$ cat src/rtl/cpu_multicycle.sv
// cpu_multicycle: multicycle RV32I subset core (LUI, AUIPC, JAL, JALR, branches, LW, SW,
// OP-IMM, OP) with a single shared request/ready memory port.
//
// Ports:
//   clk        in   rising-edge clock
//   rst        in   asynchronous active-low reset
//   mem_req    out  memory transaction request (FETCH and MEM states only)
//   mem_we     out  1 = write (SW), 0 = read
//   mem_addr   out  word-aligned address
//   mem_wdata  out  store data
//   mem_ready  in   transaction completes this cycle
//   mem_rdata  in   read data, valid with mem_req & mem_ready
//   pc_out     out  PC of the instruction in progress
//   cpu_out    out  last value written to a nonzero architectural register
//   retire     out  one-cycle pulse in WB
//   halted     out  core parked in HALT
//
// Optional feature: define CPU_MULTICYCLE_EBREAK_HALT_EN to make EBREAK park the core in
// HALT after it retires. Without it EBREAK behaves like any unknown opcode and halted is 0.

module cpu_multicycle #(
  parameter logic [31:0] RESET_PC = 32'h0000_0000,
  parameter int unsigned NUM_REGS = 32
) (
  input  logic        clk,
  input  logic        rst,
  output logic        mem_req,
  output logic        mem_we,
  output logic [31:0] mem_addr,
  output logic [31:0] mem_wdata,
  input  logic        mem_ready,
  input  logic [31:0] mem_rdata,
  output logic [31:0] pc_out,
  output logic [31:0] cpu_out,
  output logic        retire,
  output logic        halted
);

  typedef enum logic [2:0] {
    StFetch,
    StDecode,
    StExecute,
    StMem,
    StWb,
    StHalt
  } state_e;

  localparam logic [6:0] OpLui    = 7'b0110111;
  localparam logic [6:0] OpAuipc  = 7'b0010111;
  localparam logic [6:0] OpJal    = 7'b1101111;
  localparam logic [6:0] OpJalr   = 7'b1100111;
  localparam logic [6:0] OpBranch = 7'b1100011;
  localparam logic [6:0] OpLoad   = 7'b0000011;
  localparam logic [6:0] OpStore  = 7'b0100011;
  localparam logic [6:0] OpImm    = 7'b0010011;
  localparam logic [6:0] OpOp     = 7'b0110011;

  localparam logic [5:0] NumRegsW = 6'(NUM_REGS);

`ifdef CPU_MULTICYCLE_EBREAK_HALT_EN
  localparam logic [31:0] InstrEbreak = 32'h0010_0073;
`endif

  state_e      r_state;
  state_e      w_state_next;

  logic [31:0] r_pc;
  logic [31:0] r_ir;
  logic [31:0] r_op1;
  logic [31:0] r_op2;
  logic [31:0] r_imm;
  logic [31:0] r_alu;
  logic [31:0] r_npc;
  logic [31:0] r_ldata;
  logic [31:0] r_cpu_out;
  logic [31:0] r_regs [32];

  // Instruction fields, decoded from the latched IR.
  logic [6:0]  w_opcode;
  logic [4:0]  w_rd;
  logic [4:0]  w_rs1;
  logic [4:0]  w_rs2;
  logic [2:0]  w_f3;
  logic        w_is_lw;
  logic        w_is_sw;

  assign w_opcode = r_ir[6:0];
  assign w_rd     = r_ir[11:7];
  assign w_f3     = r_ir[14:12];
  assign w_rs1    = r_ir[19:15];
  assign w_rs2    = r_ir[24:20];
  assign w_is_lw  = (w_opcode == OpLoad)  && (w_f3 == 3'b010);
  assign w_is_sw  = (w_opcode == OpStore) && (w_f3 == 3'b010);

  // Register reads: x0 and registers beyond NUM_REGS read as zero.
  logic [31:0] w_rs1_val;
  logic [31:0] w_rs2_val;

  assign w_rs1_val = ((w_rs1 != 5'd0) && ({1'b0, w_rs1} < NumRegsW)) ? r_regs[w_rs1] : 32'h0;
  assign w_rs2_val = ((w_rs2 != 5'd0) && ({1'b0, w_rs2} < NumRegsW)) ? r_regs[w_rs2] : 32'h0;

  // Immediate generation.
  logic [31:0] w_imm;

  always_comb begin
    w_imm = {{20{r_ir[31]}}, r_ir[31:20]};
    case (w_opcode)
      OpLui, OpAuipc: w_imm = {r_ir[31:12], 12'h000};
      OpJal:          w_imm = {{11{r_ir[31]}}, r_ir[31], r_ir[19:12], r_ir[20], r_ir[30:21], 1'b0};
      OpBranch:       w_imm = {{19{r_ir[31]}}, r_ir[31], r_ir[7], r_ir[30:25], r_ir[11:8], 1'b0};
      OpStore:        w_imm = {{20{r_ir[31]}}, r_ir[31:25], r_ir[11:7]};
      default:        w_imm = {{20{r_ir[31]}}, r_ir[31:20]};
    endcase
  end

  // ALU shared by OP and OP-IMM.
  logic [31:0] w_alu_b;
  logic [4:0]  w_shamt;
  logic        w_sub;
  logic [31:0] w_alu;

  assign w_alu_b = (w_opcode == OpOp) ? r_op2 : r_imm;
  assign w_shamt = w_alu_b[4:0];
  // ir[30] selects SUB only for register-register ADD; ADDI has no subtract form.
  assign w_sub   = r_ir[30] && (w_opcode == OpOp);

  always_comb begin
    w_alu = 32'h0;
    case (w_f3)
      3'b000: w_alu = w_sub ? (r_op1 - w_alu_b) : (r_op1 + w_alu_b);
      3'b001: w_alu = r_op1 << w_shamt;
      3'b010: w_alu = {31'h0, $signed(r_op1) < $signed(w_alu_b)};
      3'b011: w_alu = {31'h0, r_op1 < w_alu_b};
      3'b100: w_alu = r_op1 ^ w_alu_b;
      3'b101: w_alu = r_ir[30] ? 32'($signed(r_op1) >>> w_shamt) : (r_op1 >> w_shamt);
      3'b110: w_alu = r_op1 | w_alu_b;
      3'b111: w_alu = r_op1 & w_alu_b;
      default: w_alu = 32'h0;
    endcase
  end

  // Branch decision.
  logic w_taken;

  always_comb begin
    w_taken = 1'b0;
    case (w_f3)
      3'b000:  w_taken = (r_op1 == r_op2);
      3'b001:  w_taken = (r_op1 != r_op2);
      3'b100:  w_taken = ($signed(r_op1) < $signed(r_op2));
      3'b101:  w_taken = ($signed(r_op1) >= $signed(r_op2));
      3'b110:  w_taken = (r_op1 < r_op2);
      3'b111:  w_taken = (r_op1 >= r_op2);
      default: w_taken = 1'b0;
    endcase
  end

  // EXECUTE result (register value or memory address) and next PC.
  logic [31:0] w_res;
  logic [31:0] w_npc;

  always_comb begin
    w_res = 32'h0;
    w_npc = r_pc + 32'd4;
    case (w_opcode)
      OpLui:   w_res = r_imm;
      OpAuipc: w_res = r_pc + r_imm;
      OpJal: begin
        w_res = r_pc + 32'd4;
        w_npc = r_pc + r_imm;
      end
      OpJalr: begin
        w_res = r_pc + 32'd4;
        w_npc = (r_op1 + r_imm) & ~32'd1;
      end
      OpBranch: begin
        if (w_taken) begin
          w_npc = r_pc + r_imm;
        end
      end
      OpLoad, OpStore: w_res = r_op1 + r_imm;
      OpImm, OpOp:     w_res = w_alu;
      default: ;
    endcase
    w_npc[1:0] = 2'b00;
  end

  // Write-back selection.
  logic        w_writes_rd;
  logic        w_rd_we;
  logic [31:0] w_wb_data;

  always_comb begin
    w_writes_rd = 1'b0;
    case (w_opcode)
      OpLui, OpAuipc, OpJal, OpJalr, OpImm, OpOp: w_writes_rd = 1'b1;
      OpLoad:  w_writes_rd = w_is_lw;
      default: w_writes_rd = 1'b0;
    endcase
  end

  assign w_rd_we   = w_writes_rd && (w_rd != 5'd0) && ({1'b0, w_rd} < NumRegsW);
  assign w_wb_data = w_is_lw ? r_ldata : r_alu;

  // FSM next state.
  always_comb begin
    w_state_next = r_state;
    case (r_state)
      StFetch:   if (mem_ready) w_state_next = StDecode;
      StDecode:  w_state_next = StExecute;
      StExecute: w_state_next = (w_is_lw || w_is_sw) ? StMem : StWb;
      StMem:     if (mem_ready) w_state_next = StWb;
`ifdef CPU_MULTICYCLE_EBREAK_HALT_EN
      StWb:      w_state_next = (r_ir == InstrEbreak) ? StHalt : StFetch;
`else
      StWb:      w_state_next = StFetch;
`endif
      StHalt:    w_state_next = StHalt;
      default:   w_state_next = StFetch;
    endcase
  end

  always_ff @(posedge clk or negedge rst) begin
    if (!rst) begin
      r_state <= StFetch;
    end else begin
      r_state <= w_state_next;
    end
  end

  // Datapath state.
  always_ff @(posedge clk or negedge rst) begin
    if (!rst) begin
      r_pc      <= RESET_PC;
      r_ir      <= 32'h0;
      r_op1     <= 32'h0;
      r_op2     <= 32'h0;
      r_imm     <= 32'h0;
      r_alu     <= 32'h0;
      r_npc     <= 32'h0;
      r_ldata   <= 32'h0;
      r_cpu_out <= 32'h0;
      for (int i = 0; i < 32; i++) begin
        r_regs[i] <= 32'h0;
      end
    end else begin
      case (r_state)
        StFetch: begin
          if (mem_ready) begin
            r_ir <= mem_rdata;
          end
        end
        StDecode: begin
          r_op1 <= w_rs1_val;
          r_op2 <= w_rs2_val;
          r_imm <= w_imm;
        end
        StExecute: begin
          r_alu <= w_res;
          r_npc <= w_npc;
        end
        StMem: begin
          if (mem_ready && w_is_lw) begin
            r_ldata <= mem_rdata;
          end
        end
        StWb: begin
          r_pc <= r_npc;
          if (w_rd_we) begin
            r_regs[w_rd] <= w_wb_data;
            r_cpu_out    <= w_wb_data;
          end
        end
        default: ;
      endcase
    end
  end

  // Outputs. mem_req is gated by rst so it drops the moment reset is asserted.
  assign mem_req   = rst && ((r_state == StFetch) || (r_state == StMem));
  assign mem_we    = (r_state == StMem) && w_is_sw;
  assign mem_addr  = (r_state == StMem) ? {r_alu[31:2], 2'b00} : {r_pc[31:2], 2'b00};
  assign mem_wdata = r_op2;
  assign pc_out    = r_pc;
  assign cpu_out   = r_cpu_out;
  assign retire    = (r_state == StWb);

`ifdef CPU_MULTICYCLE_EBREAK_HALT_EN
  assign halted = (r_state == StHalt);
`else
  assign halted = 1'b0;
`endif

endmodule

$ cat config.mk
export PLATFORM = sky130hd
export DESIGN_NAME = cpu_multicycle
export DESIGN_NICKNAME = d
export VERILOG_FILES = /design/src/rtl/cpu_multicycle.sv
export SDC_FILE = /design/constraint.sdc
export NUM_CORES = 2
export LEC_CHECK = 0
export CAP_MARGIN = 15
export CELL_PAD_IN_SITES_DETAIL_PLACEMENT = 0
export CELL_PAD_IN_SITES_GLOBAL_PLACEMENT = 1
export CORE_ASPECT_RATIO = 0.5
export CORE_MARGIN = 10
export CORE_UTILIZATION = 35
export CTS_CLUSTER_SIZE = 14
export DETAILED_ROUTE_END_ITERATION = 8
export PLACE_DENSITY = 0.62
export SLEW_MARGIN = 20
export SYNTH_ARGS = -nofsm -noshare
export SYNTH_HDL_FRONTEND = slang
export SYNTH_SLANG_ARGS = --single-unit
$ cat constraint.sdc
create_clock -name clk -period 6.4 [get_ports clk]
set_clock_uncertainty 0.05 [all_clocks]
set_input_delay 0.64 -clock clk [delete_from_list [all_inputs] [get_ports clk]]
set_output_delay 0.64 -clock clk [all_outputs]
set_load 0.02 [all_outputs]
==> out/metrics.json <==
{
  "io_buffer_count": {"value": 161},
  "timing.max_slew.rel_slack": {"value": 0.153},
  "clkTransAtPathRegs": {"value": 0.06, "unit": "ns"},
  "worst_path_cell_with_the_longest_stage_delay": {"value": "a2111oi_0"},
  "post-place-ws": {"value": 1.10, "unit": "ns"},
  "endpoint_required_time_on_the_critical_path": {"value": 6.98, "unit": "ns"},
  "power_density": {"value": 199, "unit": "mW/mm^2"},
  "drt_iter0_drc": {"value": 7468},
  "first_global_vias": {"value": 62900},
  "io-pin-count": {"value": 167},
  "async_set_or_reset_flop_fraction_in_the_synthesized_netlist": {"value": 1.00},
  "cts_tree": {"value": "built"},
  "finalWirelength": {"value": 348000, "unit": "um"},
  "tightest_slew": {"value": 1.26, "unit": "ns"},
  "drtAntennaViolNets": {"value": 0},
  "dieArea": {"value": 0.245, "unit": "sq mm"},
  "num-fill-cells": {"value": 21800},
  "critical_path.cell_chain": {"value": "and4bb_1 > buf_4 > nand2_2 > buf_12 > o21ai_0 > inv_1 > ha_1 > clkinv_1 > nor4_1 > a21oi_1 > o22ai_1 > o21ai_0 > a21oi_1 > a2111oi_0 > o2bb2ai_1 > nor4_1 > o41ai_2"},
  "worst_r2r_startpoint": {"value": "r_ir[3]"},
  "grt_usage": {"value": 0.278},
  "status": {"value": "finished, final reports clean"},
  "die-height": {"value": 355, "unit": "um"},
  "worst_skew_pair.late_latency": {"value": 0.83, "unit": "ns"},
  "synth_warnings": {"value": 0},
  "min_period": {"value": 5.47, "unit": "ns"},
  "fin_area": {"value": 0.0883, "unit": "sq mm"},
  "detailed_route_via_count": {"value": 65200},
  "placed_cell_area": {"value": 0.0839, "unit": "sq mm"},
  "crit_start": {"value": "r_ir[3]"},
  "yosys_register_bits": {"value": 1311},
  "startpoint_type": {"value": "register"},
  "most_area_hungry_cell_type_in_the_yosys_netlist": {"value": "dfrtp_1"},
  "synth_cell_types": {"value": 98},
  "drv.max_cap_violation_count": {"value": 0},
  "largest_net_degree_at_the_start_of_global_routing": {"value": 150},
  "fp.dieW": {"value": 690, "unit": "um"},
  "max_clock_freq": {"value": 0.183, "unit": "GHz"},
  "dominantRegCellSynth": {"value": "dfrtp_1"},
  "syn_area": {"value": 0.0785, "unit": "sq mm"},
  "ctsResizeCount": {"value": 0},
  "finalNetCount": {"value": 7804},
  "cts.sinks": {"value": 1311},
  "synth.yosys.seq_area_share": {"value": 0.418},
  "firstDrtPassIters": {"value": 6},
  "finalPower": {"value": 17.6, "unit": "mW"},
  "cts_root_buffer": {"value": "clkbuf_16"},
  "grt_pass1_wl": {"value": 494000, "unit": "um"},
  "vias_per_cell": {"value": 6.12},
  "post_synth_inst_count": {"value": 7759},
  "gp_weighted_congestion": {"value": 1.02},
  "cts_max_level": {"value": 4},
  "critical_path.max_fanout": {"value": 43},
  "std_cell_rows": {"value": 122},
  "p_leak": {"value": 36.3, "unit": "nW"},
  "place.detailed.instances": {"value": 10400},
  "critPathArrivalTime": {"value": 6.05, "unit": "ns"},
  "core_area": {"value": 0.222, "unit": "sq mm"},
  "finalCritPeriodShare": {"value": 0.855},
  "finalMaxSlewViolations": {"value": 0},
  "critical_path_depth": {"value": 17},
  "grt_antenna_before_repair": {"value": 21},
  "post_drt_wl_per_cell": {"value": 32.7, "unit": "um"},
  "globalRouteOverflowTotal": {"value": 0},
  "r2r.worst_path.cells": {"value": 17},
  "irDropWorstVdd": {"value": 0.000191, "unit": "V"},
  "holdCritPathClass": {"value": "in2async"},
  "setup_tns": {"value": 0, "unit": "ns"},
  "postSynthAreaPerCell": {"value": 10.1, "unit": "sq um"},
  "post-dp-hpwl": {"value": 239000, "unit": "um"},
  "worstSetupPathType": {"value": "reg2reg"},
  "cts-buffers-inserted": {"value": 142},
  "clockBufferDepth": {"value": 4},
  "cp.buffers_inverters": {"value": 4},
  "rsz0062_at_grt": {"value": "false"},
  "fin_cells": {"value": 10700},
  "initial_core_util": {"value": 0.353},
  "finalWorstSetupSlack": {"value": 0.931, "unit": "ns"},
  "crit_family": {"value": "compound AO/OA/AOI/OAI gates"},
  "hold_viol_final": {"value": 0},
  "synth_largest_type_area_fraction": {"value": 0.418},
  "timing.critical_path.slowest_cell_delay": {"value": 0.72, "unit": "ns"},
  "setup_viol_count_final": {"value": 0},
  "synth-edff-count": {"value": 0},
  "area.growth.synth_to_final": {"value": 12.6, "unit": "%"},
  "detail_route.drc_violations": {"value": 0},
  "area_contributors_post_synth": {"value": "dfrtp_1 (42%), mux4_2 (17%), o21ai_0 (4.8%)"},
  "crit_path_end_kind": {"value": "register"},
  "final_layout_size_suffix_gt1_frac": {"value": 0.181}
}
-- worst reg2reg max path, stage by stage, from the launching register on --
cell and delay [ns]:
dfrtp_1 0.49, and4bb_1 0.56, buf_4 0.25, nand2_2 0.15
buf_12 0.25, o21ai_0 0.26, inv_1 0.12, ha_1 0.41
clkinv_1 0.26, nor4_1 0.12, a21oi_1 0.17, o22ai_1 0.16
o21ai_0 0.48, a21oi_1 0.19, a2111oi_0 0.72, o2bb2ai_1 0.23
nor4_1 0.35, o41ai_2 0.11
-- sequential cells by signal, indices dropped and copies added, names as in the netlist --
signal and cells:
cpu_out 32, mem_wdata 32, pc_out 30, r_alu 32, r_imm 32, r_ir 32
r_ldata 32, r_npc 30, r_op1 32, r_regs 1024, r_state 3
-- per-layer routing --
metal,up-vias,GRT usage,wire length (um)
met4,6,0.107,15900
met5,-,0,147
met2,2852,0.407,148000
met1,33500,0.393,153000
li1,28300,-,-
met3,651,0.0714,32200
-- power breakdown --
part / leakage [nW] / total (mW) / internal, mW / switching [mW]
combinational: 15.9 / 0.897 / 0.265 / 0.632
sequential: 18.3 / 8.37 / 8.30 / 0.0695
clock: 2.19 / 8.31 / 4.67 / 3.65
total: 36.3 / 17.6 / 13.2 / 4.35
-- placed cells by master (no fill, tap or decap), drive strengths merged, types with 29 or more instances in the layout --
| master | instances |
|---|---|
| dfrtp | 1311 |
| nand2 | 933 |
| o21ai | 909 |
| a21oi | 710 |
| nor2 | 672 |
| mux4 | 578 |
| mux2 | 241 |
| buf | 240 |
| clkbuf | 204 |
| ha | 183 |
| clkdlybuf4s50 | 160 |
| nand3 | 160 |
| inv | 152 |
| o22ai | 91 |
| mux2i | 86 |
| nor2b | 75 |
| xnor2 | 69 |
| o211ai | 66 |
| a211oi | 61 |
| nor3 | 61 |
| o32ai | 58 |
| a221oi | 48 |
| a31oi | 42 |
| a21o | 37 |
| and3 | 34 |
| xor2 | 32 |
| nand4 | 30 |
| nand2b | 29 |
-- final timing paths --
check                                    to  slack [ns]
worst max-delay path              r_alu[29]        0.93
max in group asynchronous          r_ir[24]        3.97
worst max register to register    r_alu[29]        0.93
worst min-delay path            cpu_out[29]        0.30
min in group clk                r_regs[999]        0.34
worst min register to register  r_regs[999]        0.34
-- kinds of logic after synthesis --
kind of cell               synth area share
AOI/OAI and AO/OA                     0.171
xor gates and xnor gates             0.0113
adders and majority gates            0.0299
buffers and inverters                0.0442
DFF                                   0.418
muxes                                 0.211
other                             0.0000478
and+or+nand+nor                       0.114
-- repair_timing --
action,in CTS,in global routing
hold buffers,1,0
setup buffers,0,0
endpoints found under the hold margin,44,0
-- per-stage QoR --
stage                util  hold WS (ns)
finish              0.398         0.298
global route        0.398         0.309
CTS                 0.398         0.286
detailed placement  0.378         0.332
global placement    0.378         0.326
floorplan               -         0.294
-- synth_stat cells, types with 119 or more instances --
cell and number:
o21ai_1 155, nor2_1 659, inv_1 145, buf_2 119, mux2_2 240, nand3_1 159, a21oi_1 709, mux4_2 578
ha_1 183, o21ai_0 753, dfrtp_1 1311, nand2_1 933, clkbuf_1 526
-- final cells by class --
class	instances	area [sq um]	share of cell area
Inverter	150	563	0.00637
Tap cell	2976	3720	0.0422
Multi-Input combinational cell	5577	42900	0.486
Timing Repair Buffer	401	3810	0.0432
Antenna cell	11	27.5	0.000312
Clock inverter	34	355	0.00402
Clock buffer	204	4080	0.0462
Sequential cell	1311	32800	0.372
(Power assumes the default switching activity.)
